## src/rtl/multi_cycle_control.sv

```systemverilog
// multi_cycle_control: Moore-style multi-cycle control unit.
// Sequences each instruction through IF/ID/EXE/MEM/WB and drives datapath
// enables and selects. Strobes are gated by the registered state; selects
// are pure opcode decode (plus ALU flags for branch PCSrc).
// Optional feature macro: CTRL_HALT_EN -- when defined, the halt opcode
// parks the machine in an absorbing sHALT state left only by Reset; when
// undefined, halt is an ordinary undefined opcode (nop).
module multi_cycle_control #(
  parameter int OPCODE_W = 6
) (
  input  logic                CLK,
  input  logic                Reset,
  input  logic [OPCODE_W-1:0] Opcode,
  input  logic                Zero,
  input  logic                Sign,
  output logic [3:0]          State,
  output logic                PCWre,
  output logic                IRWre,
  output logic                RegWre,
  output logic                mRD,
  output logic                mWR,
  output logic                ALUSrcA,
  output logic                ALUSrcB,
  output logic                ExtSel,
  output logic [1:0]          RegDst,
  output logic                WrRegDSrc,
  output logic                DBDataSrc,
  output logic [1:0]          PCSrc,
  output logic [2:0]          ALUOp
);

  localparam logic [OPCODE_W-1:0] OP_ADD   = 6'b000000;
  localparam logic [OPCODE_W-1:0] OP_SUB   = 6'b000001;
  localparam logic [OPCODE_W-1:0] OP_ADDIU = 6'b000010;
  localparam logic [OPCODE_W-1:0] OP_AND   = 6'b010000;
  localparam logic [OPCODE_W-1:0] OP_ANDI  = 6'b010001;
  localparam logic [OPCODE_W-1:0] OP_OR    = 6'b010010;
  localparam logic [OPCODE_W-1:0] OP_ORI   = 6'b010011;
  localparam logic [OPCODE_W-1:0] OP_SLL   = 6'b011000;
  localparam logic [OPCODE_W-1:0] OP_SLTI  = 6'b100110;
  localparam logic [OPCODE_W-1:0] OP_SW    = 6'b110000;
  localparam logic [OPCODE_W-1:0] OP_LW    = 6'b110001;
  localparam logic [OPCODE_W-1:0] OP_BEQ   = 6'b110100;
  localparam logic [OPCODE_W-1:0] OP_BNE   = 6'b110101;
  localparam logic [OPCODE_W-1:0] OP_BLTZ  = 6'b110110;
  localparam logic [OPCODE_W-1:0] OP_J     = 6'b111000;
  localparam logic [OPCODE_W-1:0] OP_JR    = 6'b111001;
  localparam logic [OPCODE_W-1:0] OP_JAL   = 6'b111010;
`ifdef CTRL_HALT_EN
  localparam logic [OPCODE_W-1:0] OP_HALT  = 6'b111111;
`endif

  typedef enum logic [3:0] {
    S_IF     = 4'd0,
    S_ID     = 4'd1,
    S_EXE_AL = 4'd2,
    S_EXE_BR = 4'd3,
    S_EXE_LS = 4'd4,
    S_MEM    = 4'd5,
    S_WB_AL  = 4'd6,
    S_WB_LD  = 4'd7,
    S_HALT   = 4'd8
  } state_t;

  state_t state, state_nxt;

  logic is_jump;
  logic is_jal;
  logic is_sw;
  logic is_lw;

  assign is_jump = (Opcode == OP_J) || (Opcode == OP_JR) || (Opcode == OP_JAL);
  assign is_jal  = (Opcode == OP_JAL);
  assign is_sw   = (Opcode == OP_SW);
  assign is_lw   = (Opcode == OP_LW);

  assign State = state;

  // State register; synchronous reset wins over any transition.
  always_ff @(posedge CLK) begin
    if (Reset) state <= S_IF;
    else       state <= state_nxt;
  end

  // Next-state decode; undefined opcodes fall back to fetch as a nop.
  always_comb begin
    state_nxt = S_IF;
    case (state)
      S_IF: state_nxt = S_ID;
      S_ID: begin
        case (Opcode)
          OP_J, OP_JR, OP_JAL:          state_nxt = S_IF;
          OP_BEQ, OP_BNE, OP_BLTZ:      state_nxt = S_EXE_BR;
          OP_LW, OP_SW:                 state_nxt = S_EXE_LS;
          OP_ADD, OP_SUB, OP_ADDIU,
          OP_AND, OP_ANDI, OP_OR,
          OP_ORI, OP_SLL, OP_SLTI:      state_nxt = S_EXE_AL;
`ifdef CTRL_HALT_EN
          OP_HALT:                      state_nxt = S_HALT;
`endif
          default:                      state_nxt = S_IF;
        endcase
      end
      S_EXE_AL: state_nxt = S_WB_AL;
      S_EXE_BR: state_nxt = S_IF;
      S_EXE_LS: state_nxt = S_MEM;
      S_MEM:    state_nxt = is_lw ? S_WB_LD : S_IF;
      S_WB_AL:  state_nxt = S_IF;
      S_WB_LD:  state_nxt = S_IF;
`ifdef CTRL_HALT_EN
      S_HALT:   state_nxt = S_HALT;
`endif
      default:  state_nxt = S_IF;
    endcase
  end

  // State-gated strobes: PC is written only in the last state of an instruction.
  always_comb begin
    PCWre  = 1'b0;
    IRWre  = 1'b0;
    RegWre = 1'b0;
    mRD    = 1'b0;
    mWR    = 1'b0;
    case (state)
      S_IF: IRWre = 1'b1;
      S_ID: begin
        PCWre  = is_jump;
        RegWre = is_jal;
      end
      S_EXE_BR: PCWre = 1'b1;
      S_MEM: begin
        PCWre = is_sw;
        mWR   = is_sw;
        mRD   = is_lw;
      end
      S_WB_AL, S_WB_LD: begin
        PCWre  = 1'b1;
        RegWre = 1'b1;
      end
      default: ;
    endcase
  end

  // Datapath selects: opcode decode only, identical in every state.
  always_comb begin
    ALUSrcA   = 1'b0;
    ALUSrcB   = 1'b0;
    ExtSel    = 1'b1;
    RegDst    = 2'b00;
    WrRegDSrc = 1'b1;
    DBDataSrc = 1'b0;
    PCSrc     = 2'b00;
    ALUOp     = 3'b000;
    case (Opcode)
      OP_ADD:   begin RegDst = 2'b10; end
      OP_SUB:   begin RegDst = 2'b10; ALUOp = 3'b001; end
      OP_ADDIU: begin RegDst = 2'b01; ALUSrcB = 1'b1; end
      OP_AND:   begin RegDst = 2'b10; ALUOp = 3'b100; end
      OP_ANDI:  begin RegDst = 2'b01; ALUSrcB = 1'b1; ExtSel = 1'b0; ALUOp = 3'b100; end
      OP_OR:    begin RegDst = 2'b10; ALUOp = 3'b011; end
      OP_ORI:   begin RegDst = 2'b01; ALUSrcB = 1'b1; ExtSel = 1'b0; ALUOp = 3'b011; end
      OP_SLL:   begin RegDst = 2'b10; ALUSrcA = 1'b1; ALUOp = 3'b010; end
      OP_SLTI:  begin RegDst = 2'b01; ALUSrcB = 1'b1; ALUOp = 3'b101; end
      OP_SW:    begin RegDst = 2'b01; ALUSrcB = 1'b1; end
      OP_LW:    begin RegDst = 2'b01; ALUSrcB = 1'b1; DBDataSrc = 1'b1; end
      OP_BEQ:   begin RegDst = 2'b01; ALUOp = 3'b001; PCSrc = Zero  ? 2'b01 : 2'b00; end
      OP_BNE:   begin RegDst = 2'b01; ALUOp = 3'b001; PCSrc = !Zero ? 2'b01 : 2'b00; end
      OP_BLTZ:  begin RegDst = 2'b01; ALUOp = 3'b001; PCSrc = Sign  ? 2'b01 : 2'b00; end
      OP_J:     begin PCSrc = 2'b11; end
      OP_JR:    begin RegDst = 2'b10; PCSrc = 2'b10; end
      OP_JAL:   begin RegDst = 2'b00; WrRegDSrc = 1'b0; PCSrc = 2'b11; end
      default: ;
    endcase
  end

endmodule

```

## config.mk

```make
export PLATFORM = sky130hd
export DESIGN_NAME = multi_cycle_control
export DESIGN_NICKNAME = d
export VERILOG_FILES = /design/src/rtl/multi_cycle_control.sv
export SDC_FILE = /design/constraint.sdc
export NUM_CORES = 1
export LEC_CHECK = 0
export CAP_MARGIN = 20
export CORE_MARGIN = 10
export CORE_UTILIZATION = 43
export CTS_CLUSTER_DIAMETER = 80
export CTS_CLUSTER_SIZE = 30
export DETAILED_ROUTE_END_ITERATION = 10
export PLACE_DENSITY_LB_ADDON = 0.2
export SETUP_SLACK_MARGIN = 0.05
export SYNTH_ARGS = -nofsm -noshare
export SYNTH_HDL_FRONTEND = slang
export SYNTH_SLANG_ARGS = --single-unit
```

## constraint.sdc

```tcl
create_clock -name CLK -period 2.15 [get_ports CLK]
set_input_delay 0.215 -clock CLK [delete_from_list [all_inputs] [get_ports CLK]]
set_output_delay 0.215 -clock CLK [all_outputs]
set_load 0.01 [all_outputs]
```

==> impl_metrics.csv <==
group,metric,value,unit
layout,final-seq-area,60.1,um^2
synth,synth_top_area_share,9.13,%
layout,final_cell_mix,"buf_4 (29), clkdlybuf4s50_1 (13), dlygate4sd2_1 (13)",
placed_design,io_buffers,29,
clocking,cts_tree,"done",
setup_path,rrSetupSlack,0.86,ns
setup_path,cp_top_family,"buffers and inverters",
synth,yosys_warnings,0,
job,cap_violations,0,
timing,fmax,0.495,GHz
layout,drive_above_1_share,30.3,%
grt,gr-total-overflow,0,
layout,num_antenna_cells,0,
grt,antenna_found_initial,0,
synth,ys_seq_area_share,9.13,%
detailed_routing,wire_per_inst,15.7,um
setup_path,max_stage_delay,0.54,ns
detailed_routing,ant_nets,0,
setup_path,ff2ff_path_depth,5,
setup_path,critical_path_buf_inv_count,3,
timing,final_hold_viol_count,0,
setup_path,cp-end-kind,"output pin",
synth,synth_area_leaders,"dfxtp_1 (9.1%), a21oi_1 (6.8%), buf_2 (6.1%)",
grt,grtUsageTotal,15.0,%
synth,synth-edff-count,0,
detailed_routing,vias_per_cell,5.84,
clocking,cts_root_buffer,"clkbuf_4",
die,die_w,59.1,um
setup_path,critPathLaunchType,"input port",
clocking,clock_latency,0.24,ns
synth,postSynth.asyncResetShare,0,%
setup_path,cp_num_cells,5,
layout,multiInputGateArea,505,um^2
setup_path,worstPathCellList,"clkdlybuf4s50_1 > nand4b_1 > buf_4 > or2_2 > clkdlybuf4s50_1",
placed_design,place.gp.congestion,0.869,
timing,fin_skew,0.00390,ns
clocking,cts.reportedPaths.clkPinSlew,0.04,ns
setup_path,critical-path-slowest-cell,"clkdlybuf4s50_1",
synth,synth_area_per_cell,6.86,um^2
clocking,cts_buffers,3,
synth,synthesis.instances,96,
layout,largest_register_ffs,3,
setup_path,rr_endpoint,"State[1]",
synth,synth_cell_types,44,
setup_path,endpoint,"WrRegDSrc",
pwr,vdd_drop_max,151,uV
grt,grt_pass1_wl,4240,um
setup_path,critPathKind,"input port to output pin",
clocking,hold_buffers,0,
setup_path,cp_max_fo,4,
layout,final_nets,156,
worst_hold_path,hold_class,"register to register",
detailed_routing,drc,0,
timing,slew_violations,0,
grt,grt_max_degree,13,
die,dieArea,0.00350,mm^2
timing,timing.final.crit_share,93.9,%
clocking,htree_num_levels,1,
pwr,p_leak,0.549,nW
layout,final_util,76.5,%
timing,grt_setup_unrepaired,"no",
synth,synthFlopType,"dfxtp_1",
die,coreArea,0.00147,mm^2
detailed_routing,drtPass1Iterations,4,
layout,final_common_cell,"buf_4",
setup_path,r2r-start,"State[1]",
placed_design,hpwlAfterDp,1990,um
clocking,cts.path.max_buffers,2,
worst_hold_path,hold_start,"State[0]",
timing,fin_crit,2.02,ns
setup_path,crit_top_cell,"clkdlybuf4s50_1",
pwr,powerDensity,320,mW/mm^2
clocking,cts_num_sinks,3,
timing,finalSetupViolCount,0,
detailed_routing,drtIter0Drc,29,
synth,syn_nets,106,
die,initial_core_util,44.7,%
synth,synth_top_cell_by_area,"dfxtp_1",
synth,netlist_area,658,um^2
placed_design,placed_area,0.00110,mm^2
detailed_routing,num_vias,940,
status,status,"finished clean",
setup_path,crit_required,1.93,ns
synth,ys_ff_latch,3,
die,die_h,59.1,um
layout,fill_cells,126,
setup_path,startpoint,"Opcode[5]",
die,ios,31,
layout,syn_to_final_growth,71.1,%
detailed_routing,drt_wl_total,2530,um
die,num_rows,14,
grt,grt_pass1_vias,960,
setup_path,cp.arrival,1.80,ns
layout,final_cell_area,0.00113,mm^2
==> cell families (layout without fill, tap and decap cells) <==
logic type	count (synthesis)	count (layout)	share of synthesized area (%)
AND/OR/NAND/NOR	43	43	41.6
AO/OA/AOI/OAI	30	30	30.4
buffers and inverters	17	66	15.2
flip-flops	3	3	9.13
multiplexers	2	2	3.04
other	1	1	0.570
==> through the flow <==
stage	power (mW)	setup TNS [ns]	setup WS [ns]	instances	hold WS, ns
after floorplan	0.165	0	0.672	96	0.291
after detailed placement	0.258	-1.37	-0.232	157	0.600
after global placement	0.253	-0.748	-0.129	157	0.600
after global routing	0.388	0	0.0794	161	0.642
after CTS	0.361	0	0.0866	161	0.606
final	0.360	0	0.131	161	0.606
==> cell type report <==
class | count | share of cell area, %
Clock buffer | 4 | 2.33
Inverter | 4 | 1.33
Multi-Input combinational cell | 76 | 44.9
Sequential cell | 3 | 5.33
Tap cell | 16 | 1.78
Timing Repair Buffer | 58 | 44.3
==> what timing repair did <==
item	in CTS	in global routing
cloned	0	0
buffers inserted	0	0
endpoints found under the hold margin	0	0
gates resized for setup	15	3
setup endpoints to repair	14	3
==> worst min-delay path, cell delays in order (launching register included) <==
cell and delay [ns]:
dfxtp_1 0.31, inv_2 0.07, nor4_1 0.05, o31ai_1 0.06
o22ai_1 0.06
==> worst min-delay path by stage <==
| stage | endpoint | slack [ns] | cells past startpoint |
|---|---|---|---|
| 2_1_floorplan | State[0] | 0.29 | 1 |
| 3_3_place_gp | State[1] | 0.60 | 4 |
| 3_5_place_dp | State[1] | 0.60 | 4 |
| 4_1_cts | State[1] | 0.61 | 4 |
| 5_1_grt | State[0] | 0.64 | 2 |
| 6_report | State[1] | 0.61 | 4 |
==> metal layers <==
metal / vias up / global-route usage [%] / share of wire (%)
met2: 43 / 26.6 / 53
met5: - / 0 / 0
li1: 452 / - / -
met3: 4 / 6.01 / 10
met4: 0 / 6.56 / 1.6
met1: 441 / 15.1 / 35
==> power by group <==
group | internal (mW) | switching, mW | total, mW
clock | 0.0699 | 0.0348 | 0.105
combinational | 0.0988 | 0.0878 | 0.187
sequential | 0.0605 | 0.00822 | 0.0687
total | 0.229 | 0.131 | 0.360
==> Yosys cell counts (all sizes together) (3+ instances only) <==
master	instances
a21oi	9
nor3	6
o21ai	6
nor2	7
nor4	3
nand4b	3
dfxtp	3
nand2	5
o22ai	3
nor2b	4
inv	4
nand2b	4
buf	13
Power figures use the tool's default switching activity.
==> edit 1, RTL diff (config.mk and constraints unchanged) <==
Register the output `RegWre`, with the module's reset; this adds one clock of latency there. The other outputs are not delayed to match.
--- a/src/rtl/multi_cycle_control.sv
+++ b/src/rtl/multi_cycle_control.sv
@@ -64,2 +64,4 @@
 
+  logic RegWre_d;
+
   state_t state, state_nxt;
@@ -120,3 +122,3 @@
     IRWre  = 1'b0;
-    RegWre = 1'b0;
+    RegWre_d = 1'b0;
     mRD    = 1'b0;
@@ -127,3 +129,3 @@
         PCWre  = is_jump;
-        RegWre = is_jal;
+        RegWre_d = is_jal;
       end
@@ -137,3 +139,3 @@
         PCWre  = 1'b1;
-        RegWre = 1'b1;
+        RegWre_d = 1'b1;
       end
@@ -175,2 +177,10 @@
 
+  always_ff @(posedge CLK) begin
+    if (Reset) begin
+      RegWre <= '0;
+    end else begin
+      RegWre <= RegWre_d;
+    end
+  end
+
 endmodule
Check against the original RTL: not equivalent (Yosys sat finds a counterexample within 4 cycles, from zero or initial values and one cycle with Reset high).
==> edit 1 against the unedited design <==
Sequential share of layout area increased by 1.8 points; first-iteration DRC count increased by 14%; critical path depth unchanged; clock skew increased by 4.9 ps; largest power group unchanged; total power decreased by 3.8%; routed wire length decreased by 8.6%; largest cell class unchanged; area after synthesis increased by 1.3%; worst setup slack improved by 55 ps; worst hold slack got worse by 67 ps; sequential cell count increased by 1; design area increased by 0.22%; fmax increased by 2.8%.
==> edit 1: results (changes against the unedited design) <==
* Switch share at 0.352 (was 0.363)
* Met1 Use GR at 0.134 (was 0.151)
* Post-Synth Adder-Cell Area at 0 (unchanged)
* Met1 WL at 983 um (was 897 um)
* Cell family with the largest share of critical-path delay: buffers and inverters (unchanged)
* Via/cell ratio at 5.53 (was 5.84)
* Post-synth top cells: a21oi_1, nand2b_1, nor2_1 (was a21oi_1, buf_2, nor2_1)
* Pwr Total at 0.346 mW (was 0.360 mW)
* CP Data Arrival Time at 1750 ps (was 1800 ps)
* Routability Congestion at 0.771 (was 0.869)
* M3 GR Usage at 0.0536 (was 0.0601)
* Asr flop ratio synth at 0 (unchanged)
* HP Class: input port to flip-flop (was flip-flop to flip-flop)
* Max incr delay on CP at 560 ps (was 540 ps)
* Complex-gate fraction of the synthesized area at 0.270 (was 0.304)
* First-pass GRT wire length at 3670 um (was 4240 um)
* DRT iter0 DRCs at 33 (was 29)
* Clock network fraction of total power at 0.284 (was 0.291)
* Root buf cell: clkbuf_4 (unchanged)
* Cell Area, Placed at 0.00109 mm2 (was 0.00110 mm2)
* Sequential power at 0.0847 mW (was 0.0687 mW)
* All-Layer GR Usage at 0.129 (was 0.150)
* Worst slack, placed at -173 ps (was -232 ps)
* Layout cells sized above 1 at 0.248 (was 0.303)
* Net count after synthesis at 109 (was 106)
* Run status: complete, no violations (unchanged)
* Post-Syn Instances at 99 (was 96)
* Top post-synthesis cells by area: a21oi_1, dfxtp_1, nand2b_1 (was dfxtp_1, a21oi_1, buf_2)
* WL final at 2310 um (was 2530 um)
* Max VDD drop at 358 uV (was 151 uV)
* Met3 WL post-DR at 171 um (was 261 um)
* Yosys cell types at 40 (was 44)
* Max Clock Skew at 8.76 ps (was 3.90 ps)
* Drt wl/cell at 14.4 um (was 15.7 um)
* Met2 wire len at 1140 um (was 1330 um)
* DP HPWL at 1850 um (was 1990 um)
* M2 GR Usage at 0.229 (was 0.266)
* Sequential fraction of the synthesis area at 0.120 (was 0.0913)
* Xor and xnor area share after synthesis at 0.0131 (was 0)
* Vias in the first global route at 812 (was 960)
* Leakage at 0.536 nW (was 0.549 nW)
* Post-synthesis mux area share at 0 (was 0.0304)
* Worst Path Max Fanout at 9 (was 4)
## edit 1: logic make-up after synthesis
| kind of cell | Yosys count |
|---|---|
| simple gates | 50 |
| compound gates | 29 |
| buf+inv | 14 |
| flops | 4 |
| xor+xnor | 1 |
| other cells | 1 |
## edit 1: layout make-up
cell class                      instances  area, um2
Timing Repair Buffer                   54        470
Sequential cell                         4       80.1
Inverter                                3       11.3
Multi-Input combinational cell         81        524
Tap cell                               16       20.0
Clock buffer                            3       22.5
Fill cell                             115        360
## edit 1: final timing paths
kind                        from                  end  slack [ps]  depth (start not counted)
min reg2reg  State[1]$_SDFF_PP0_  State[0]$_SDFF_PP0_         560                          2
max reg2reg  State[1]$_SDFF_PP0_  State[1]$_SDFF_PP0_         870                          5
max                    Opcode[2]                  mWR         190                          5
min                    Opcode[5]  State[1]$_SDFF_PP0_         540                          5
## edit 1: repair_timing
item,4_1_cts,5_1_grt
endpoints found under the hold margin,0,0
pin swaps,1,0
resized for setup,17,4
setup endpoints to repair,14,4
buffers inserted,1,0
cloned,0,0
==> edit 2, RTL diff (same settings) <==
Without the edit above. Add a define of `CTRL_HALT_EN`.
--- a/src/rtl/multi_cycle_control.sv
+++ b/src/rtl/multi_cycle_control.sv
@@ -7,2 +7,4 @@
 // undefined, halt is an ordinary undefined opcode (nop).
+`define CTRL_HALT_EN
+
 module multi_cycle_control #(
Check against the original RTL: not equivalent (Yosys sat finds a counterexample within 4 cycles, from zero or initial values and one cycle with Reset high).
==> edit 2 against the unedited design <==
Worst setup slack improved by 18 ps; clock skew increased by 9.2 ps; sequential power increased by 27%; global-route usage increased by 1.8 points; total power increased by 0.53%; sequential cell count increased by 1; via count increased by 4.5%; count of clock-buffer cells in the layout decreased by 1; critical path type unchanged; routed wire length increased by 13%; area after synthesis decreased by 4.2%; design area increased by 0.44%.
==> edit 2: results (changes against the unedited design) <==
* All-Layer GR Usage at 0.168 (was 0.150)
* Seq pwr share at 0.241 (was 0.191)
* Pint at 0.232 mW (was 0.229 mW)
* Drt wl/cell at 18.0 um (was 15.7 um)
* Post-cts resize count at 20 (was 15)
* Net Sw Power at 0.130 mW (was 0.131 mW)
* Via/cell ratio at 6.18 (was 5.84)
* Register area at 80.1 um2 (was 60.1 um2)
* Run status: complete, no violations (unchanged)
* Yosys cell types at 43 (was 44)
* Met1 Use GR at 0.187 (was 0.151)
* Port buffer count at 30 (was 29)
* Top post-synthesis cells by area: dfxtp_1, a21oi_1, nor4_1 (was dfxtp_1, a21oi_1, buf_2)
* Non-clock buffers, area share at 0.429 (was 0.443)
* Routability Congestion at 0.837 (was 0.869)
* M3 GR Usage at 0.0558 (was 0.0601)
* Clkbuf count at 3 (was 4)
* Largest net degree at the start of global routing at 18 (was 13)
* Post-Syn Instances at 93 (was 96)
* WL final at 2870 um (was 2530 um)
* Nonclk buf count at 57 (was 58)
* Layout cells sized above 1 at 0.271 (was 0.303)
* First-pass GRT wire length at 4600 um (was 4240 um)
* Worst slack, placed at -294 ps (was -232 ps)
* Sequential fraction of the synthesis area at 0.127 (was 0.0913)
* Final clock-cell share at 0.0199 (was 0.0233)
* Fillers at 93 (was 126)
* Max Clock Skew at 13.1 ps (was 3.90 ps)
* Multi-input combinational area share at 0.450 (was 0.449)
* Clock sinks at 4 (was 3)
* Met1 WL at 1090 um (was 897 um)
## edit 2: changes by cell type after synthesis, sizes merged, moves of 3 or more
cell,before,now
buf,13,6
clkbuf,0,3
nor2b,4,1
nor3,6,3
nor3b,0,3
nor4,3,6
o21bai,0,3
## edit 2: worst paths after layout
path                       startpoint  cells past startpoint  slack, ps                   to
hold / removal    State[1]$_SDFF_PP0_                      1        570  State[3]$_SDFF_PP0_
setup / recovery            Opcode[0]                      6        150             ALUOp[0]
hold reg to reg   State[1]$_SDFF_PP0_                      1        570  State[3]$_SDFF_PP0_
setup reg to reg  State[0]$_SDFF_PP0_                      5        670  State[3]$_SDFF_PP0_
## edit 2: cell families after synthesis
family	Yosys count	share of synthesized area
xor gates and xnor gates	1	0.0139
DFF	4	0.127
muxes	1	0.0159
AOI/OAI and AO/OA	25	0.254
buffers and inverters	13	0.103
and+or+nand+nor	49	0.486
